### src/rtl/stream_crc_arbiter.sv
// stream_crc_arbiter
//   Merges two AXI-Stream-style requesters onto one output stream, one whole
//   frame at a time. Every beat of a frame is added into one shared 32-bit
//   accumulator. After the last beat, a trailer beat carries the accumulator
//   folded to 16 bits. The same folded value is then reported on crc_out.
//
// Handshake: a beat transfers on a rising clock edge when its valid and ready
//   are both 1. A source holds data/last stable while valid=1 and ready=0.
//   This block holds the trailer beat stable until m_tready=1.
//
// Ports
//   clock, rst            : single clock, synchronous active-high reset
//   s0_* / s1_*           : requester streams (tdata 32, tvalid, tlast, tready)
//   m_*                   : merged stream; tuser=1 marks the trailer beat,
//                           tid is the index of the source that owns the frame
//   crc_out/crc_valid/crc_src : folded checksum of the last completed frame,
//                           a one-cycle strobe for it, and its source index
//   dbg_state             : current FSM state (0 IDLE, 1 PASS, 2 TAIL)
module stream_crc_arbiter #(
  parameter bit PRIO_FIRST = 1'b0
) (
  input  logic        clock,
  input  logic        rst,
  input  logic [31:0] s0_tdata,
  input  logic        s0_tvalid,
  input  logic        s0_tlast,
  output logic        s0_tready,
  input  logic [31:0] s1_tdata,
  input  logic        s1_tvalid,
  input  logic        s1_tlast,
  output logic        s1_tready,
  output logic [31:0] m_tdata,
  output logic        m_tvalid,
  output logic        m_tlast,
  output logic        m_tuser,
  output logic        m_tid,
  input  logic        m_tready,
  output logic [15:0] crc_out,
  output logic        crc_valid,
  output logic        crc_src,
  output logic [1:0]  dbg_state
);

  typedef enum logic [1:0] {
    IDLE = 2'd0,
    PASS = 2'd1,
    TAIL = 2'd2
  } state_e;

  state_e      state_q, state_d;
  logic        grant_q, grant_d;
  logic        last_q, last_d;       // requester served most recently
  logic [31:0] acc_q, acc_d;
  logic [15:0] crc_out_q, crc_out_d;
  logic        crc_src_q, crc_src_d;
  logic        crc_valid_q, crc_valid_d;

  logic [31:0] g_data;
  logic        g_valid;
  logic        g_last;
  logic [15:0] fold;

  assign g_data  = grant_q ? s1_tdata  : s0_tdata;
  assign g_valid = grant_q ? s1_tvalid : s0_tvalid;
  assign g_last  = grant_q ? s1_tlast  : s0_tlast;
  // The 16-bit sum drops the carry out of bit 15.
  assign fold    = acc_q[31:16] + acc_q[15:0];

  always_comb begin
    state_d     = state_q;
    grant_d     = grant_q;
    last_d      = last_q;
    acc_d       = acc_q;
    crc_out_d   = crc_out_q;
    crc_src_d   = crc_src_q;
    crc_valid_d = 1'b0;
    m_tdata     = 32'h0;
    m_tvalid    = 1'b0;
    m_tlast     = 1'b0;
    m_tuser     = 1'b0;
    m_tid       = 1'b0;
    s0_tready   = 1'b0;
    s1_tready   = 1'b0;

    case (state_q)
      IDLE: begin
        if (s0_tvalid && s1_tvalid) begin
          // On contention the requester not served last wins.
          grant_d = ~last_q;
          state_d = PASS;
        end else if (s0_tvalid) begin
          grant_d = 1'b0;
          state_d = PASS;
        end else if (s1_tvalid) begin
          grant_d = 1'b1;
          state_d = PASS;
        end
      end
      PASS: begin
        m_tdata  = g_data;
        m_tvalid = g_valid;
        m_tid    = grant_q;
        if (grant_q) s1_tready = m_tready;
        else         s0_tready = m_tready;
        if (g_valid && m_tready) begin
          acc_d = acc_q + g_data;
          if (g_last) state_d = TAIL;
        end
      end
      TAIL: begin
        m_tdata  = {16'h0, fold};
        m_tvalid = 1'b1;
        m_tlast  = 1'b1;
        m_tuser  = 1'b1;
        m_tid    = grant_q;
        if (m_tready) begin
          acc_d       = 32'h0;
          last_d      = grant_q;
          crc_out_d   = fold;
          crc_src_d   = grant_q;
          crc_valid_d = 1'b1;
          state_d     = IDLE;
        end
      end
      default: state_d = IDLE;
    endcase
  end

  always_ff @(posedge clock) begin
    if (rst) begin
      state_q     <= IDLE;
      grant_q     <= 1'b0;
      // Start as if the other requester was served last, so the first
      // contention goes to PRIO_FIRST.
      last_q      <= ~PRIO_FIRST;
      acc_q       <= 32'h0;
      crc_out_q   <= 16'h0;
      crc_src_q   <= 1'b0;
      crc_valid_q <= 1'b0;
    end else begin
      state_q     <= state_d;
      grant_q     <= grant_d;
      last_q      <= last_d;
      acc_q       <= acc_d;
      crc_out_q   <= crc_out_d;
      crc_src_q   <= crc_src_d;
      crc_valid_q <= crc_valid_d;
    end
  end

  assign crc_out   = crc_out_q;
  assign crc_src   = crc_src_q;
  assign crc_valid = crc_valid_q;
  assign dbg_state = state_q;

endmodule

### config.mk
export PLATFORM = sky130hd
export DESIGN_NAME = stream_crc_arbiter
export DESIGN_NICKNAME = d
export VERILOG_FILES = /design/src/rtl/stream_crc_arbiter.sv
export SDC_FILE = /design/constraint.sdc
export NUM_CORES = 1
export LEC_CHECK = 0
export CAP_MARGIN = 10
export CORE_UTILIZATION = 50
export DETAILED_ROUTE_END_ITERATION = 10
export PLACE_DENSITY = 0.84
export SLEW_MARGIN = 30
export SYNTH_ARGS = -nofsm -noshare
export SYNTH_HDL_FRONTEND = slang
export SYNTH_SLANG_ARGS = --single-unit
### constraint.sdc
create_clock -name clock -period 4.2 [get_ports clock]
set_input_delay 0.84 -clock clock [delete_from_list [all_inputs] [get_ports clock]]
set_output_delay 0.84 -clock clock [all_outputs]
set_load 0.05 [all_outputs]
==> summary.txt <==
TIMING
--------------------------------------------------------------------------------
Unrepaired setup endpoints after global routing                            false
Max Clock Skew                                                        0.01745 ns
Normalized max-slew margin                                                0.4160
Final-report max-slew violation count                                          0
Final hold viol count                                                          0
Final setup violation count                                                    0
Max Clk Rate                                                           247.0 MHz
Least-Margin Pin Slew                                                  0.8739 ns
Period Utilization, post-route                                            0.9640
Setup TNS after final layout                                                0 ns
Clock period minus final worst setup slack                              4.049 ns
Final hold slack                                                       0.4692 ns

CRITICAL PATH
--------------------------------------------------------------------------------
Critical Path Source Type                                              flip-flop
Nature of the critical path endpoint                                 output port
Reg-to-reg critical path startpoint                                 grant_q$_SDFFE_PP0P_
Category of the most critical setup path                              reg -> out
Critical path origin                                                acc_q[19]$_SDFFE_PP0P_
Arrival time at the worst endpoint                                       3.21 ns
Number of cells on the worst reg-to-reg path                                  11
Crit path capture                                                    m_tdata[13]
Data required, critical path                                             3.36 ns
Biggest fanout along the worst timing path                                     4
Setup slack on the worst flop-to-flop path                               0.54 ns
End of the worst register-to-register path                          acc_q[31]$_SDFFE_PP0P_

CLOCK NETWORK
--------------------------------------------------------------------------------
Clk sinks                                                                     54
Count of H-tree levels built during CTS                                        2
Worst-path clk slew                                                      0.12 ns
Root buffer selected by CTS                                             clkbuf_8
Worst skew pair latency                                                  0.33 ns
Clock Path Buffers                                                             2
Quantity of hold-fixing buffers added after cts                                0
TritonCTS clock tree                                                        done
Total CTS buffers                                                              5

FLOORPLANNING
--------------------------------------------------------------------------------
Row Count                                                                     36
Die height                                                              103.4 um
Die width                                                               103.4 um
Initial standard-cell utilization of the core                             0.5207
Core footprint                                                      0.009864 mm2
I/O pin count                                                                129
Die outline area                                                     0.01068 mm2

POWER AND IR DROP
--------------------------------------------------------------------------------
Maximum resistive drop on vdd                                          0.2491 mV
Areal power density over the cells                                  483.6 mW/mm2
Leakage power total                                                     2.613 nW

FINAL LAYOUT
--------------------------------------------------------------------------------
Share of cells above drive strength 1                                     0.1005
Sequential cell area                                                0.001082 mm2
Area added between synthesis and finish                                   28.79%
Area of the multi-input gates                                       0.003834 mm2
Number of antenna repair diodes                                                0
Fill cell count                                                              827
Total Nets Final                                                             887

SYNTH
--------------------------------------------------------------------------------
Area contributors post-synth                                        dfxtp_1 (21%), ha_1 (12%), mux2_2 (6.6%), a21oi_1 (5.7%), nor2_1 (5.0%)
Number of flops mapped to enable cells by yosys                                0
Proportion of netlist area held by the largest area contributor           0.2105
Total of warnings raised by yosys                                              0
Synth Register Bits                                                           54
Cell accounting for the most synthesized area                            dfxtp_1
Number of cells produced by synthesis                                        655
Synthesized area divided by synthesized cell count                     7.841 um2
Distinct cell type count after synthesis                                      76
Cell area after technology mapping                                  0.005136 mm2
Syn_nets                                                                     777
Share of synthesized flip-flops with an asynchronous set or reset              0
Sequential area share after synthesis                                     0.2105
Most used DFF post-synth                                                 dfxtp_1

WORST HOLD PATH
--------------------------------------------------------------------------------
Cell count of the worst hold path                                              2
Worst min-delay path category                                         reg -> reg

ROUTING
--------------------------------------------------------------------------------
Detailed Route Iter0 Violations                                              345
Detailed-route wire length per cell                                     18.52 um
Number of DRC violations after detailed routing                                0
Wire length after detailed routing                                      16650 um
Vias per Instance                                                          6.061
Post-route antenna net violation count                                         0
Pre-antenna DRT Iters                                                          5
Total vias in the final route                                               5449

PLACED DESIGN
--------------------------------------------------------------------------------
Port buffer count                                                            128
Routability cong.                                                         0.9635
Placed wire-length estimate after detailed placement                    13580 um

GRT
--------------------------------------------------------------------------------
Pin count of the biggest net entering global routing                          37
Total grt overflow                                                             0
Initial antenna violation count                                                0
Total GRT Usage                                                           0.3127
First-pass GRT wire length                                              25730 um
Vias in the first global route                                              5161

OUTCOME
--------------------------------------------------------------------------------
Outcome                                                             complete, no violations

FLOW RUN
--------------------------------------------------------------------------------
Count of max-cap constraint violations                                         0

[registers in the layout, indices dropped and copies added (netlist names)]
register and count:
acc_q 32, crc_out 16, dbg_state 2, crc_src 1, crc_valid 1, grant_q 1, last_q 1
[where the power goes]
group          internal [mW]  total (mW)  switching [mW]
combinational          0.830        2.15            1.32
sequential             0.605       0.734           0.129
clock                  0.124       0.318           0.194
total                   1.56        3.20            1.64
[per-layer routing]
| layer | global-route usage | vias to the layer above | part of all wire |
|---|---|---|---|
| li1 | - | 2605 | - |
| met1 | 0.3949 | 2554 | 0.43 |
| met2 | 0.5313 | 237 | 0.46 |
| met3 | 0.04368 | 53 | 0.064 |
| met4 | 0.1354 | 0 | 0.042 |
| met5 | 0 | - | 0 |
[worst max-delay path, cell delays in order, from the launching register on]
cell and delay (ns):
dfxtp_1 0.37, ha_1 0.38, o21ai_0 0.13, or3_1 0.43, a31oi_1 0.25, nor2_1 0.08, a21oi_1 0.24, xnor2_1 0.16
o21ai_0 0.27, dlygate4sd2_1 0.58
[cells in the final DEF (no fill, tap or decap), types with 3 or more instances in the layout]
cell / netlist / layout
inv_1: 15 / 15
nor2b_1: 23 / 22
buf_4: 3 / 14
a22o_1: 15 / 15
clkbuf_8: 1 / 5
xnor2_1: 17 / 17
nand2b_1: 9 / 9
nand4_1: 4 / 4
ha_1: 49 / 49
clkdlybuf4s50_1: 0 / 121
a21oi_1: 58 / 58
and2_1: 5 / 5
o21ai_0: 38 / 38
nor3_1: 12 / 11
a22oi_1: 12 / 12
o211ai_1: 8 / 8
nand2_1: 52 / 52
nor2_1: 68 / 68
o31ai_1: 5 / 5
xor2_1: 23 / 23
a21o_1: 7 / 7
dfxtp_1: 54 / 53
mux2_2: 30 / 30
o21ai_1: 6 / 6
a211oi_1: 7 / 6
mux2i_1: 4 / 4
and3_1: 5 / 5
or3_1: 4 / 4
o21a_1: 5 / 5
a31oi_1: 5 / 5
a2111oi_0: 3 / 3
nand3_1: 29 / 29
[per-stage QoR]
step	worst slack, ns	util	total power [mW]	cells	instance area, um2
floorplan	0.2972	-	2.243	655	5136
global placement	0.2541	0.6589	2.805	890	6500
detailed placement	0.2325	0.6592	2.851	890	6502
CTS	0.04466	0.6688	3.168	898	6598
global route	0.007593	0.6706	3.397	899	6615
finish	0.1511	0.6706	3.199	899	6615
[worst min path at each step]
stage / startpoint / endpoint / slack (ns)
3_3_place_gp: crc_src$_SDFFE_PP0P_ / crc_src$_SDFFE_PP0P_ / 0.44
4_1_cts: crc_out[0]$_SDFFE_PP0P_ / crc_out[0]$_SDFFE_PP0P_ / 0.47
2_1_floorplan: last_q$_SDFFE_PP1P_ / last_q$_SDFFE_PP1P_ / 0.44
6_report: crc_out[8]$_SDFFE_PP0P_ / crc_out[8]$_SDFFE_PP0P_ / 0.47
5_1_grt: crc_out[8]$_SDFFE_PP0P_ / crc_out[8]$_SDFFE_PP0P_ / 0.49
3_5_place_dp: crc_out[0]$_SDFFE_PP0P_ / crc_out[0]$_SDFFE_PP0P_ / 0.45
[logic make-up after synthesis]
logic type               count (synthesis)  synth area share
flip-flops                              54            0.2105
buffers and inverters                   52           0.04555
AO/OA/AOI/OAI                          201            0.2675
multiplexers                            35           0.07649
XOR/XNOR                                40           0.06821
AND/OR/NAND/NOR                        222            0.2046
adder cells (fa/ha/maj)                 51            0.1272
[cell usage after synthesis, types with 6 or more instances]
cell type,count
xnor2_1,17
a21o_1,7
a21oi_1,58
nand2_1,52
nor3_1,12
nand2b_1,9
o211ai_1,8
ha_1,49
o21ai_0,38
o21ai_1,6
a211oi_1,7
xor2_1,23
clkbuf_1,28
nor2_1,68
a22oi_1,12
dfxtp_1,54
mux2_2,30
nand3_1,29
inv_1,15
nor2b_1,23
a22o_1,15
[cell type report]
class	instances	area share
repair buffers	140	0.2084
well taps	133	0.02516
multi-input cells	549	0.5795
clock inverters	3	0.004350
flip-flops and latches	54	0.1636
inverters	15	0.008511
clock buffers	5	0.01040
[timing repair]
item	CTS	global route
endpoints found under the hold margin	0	0
buffers inserted	0	1
setup endpoints to repair	2	4
pin swaps	0	1
gates resized for setup	2	3
Note: power is estimated with default switching activity, not from simulation.
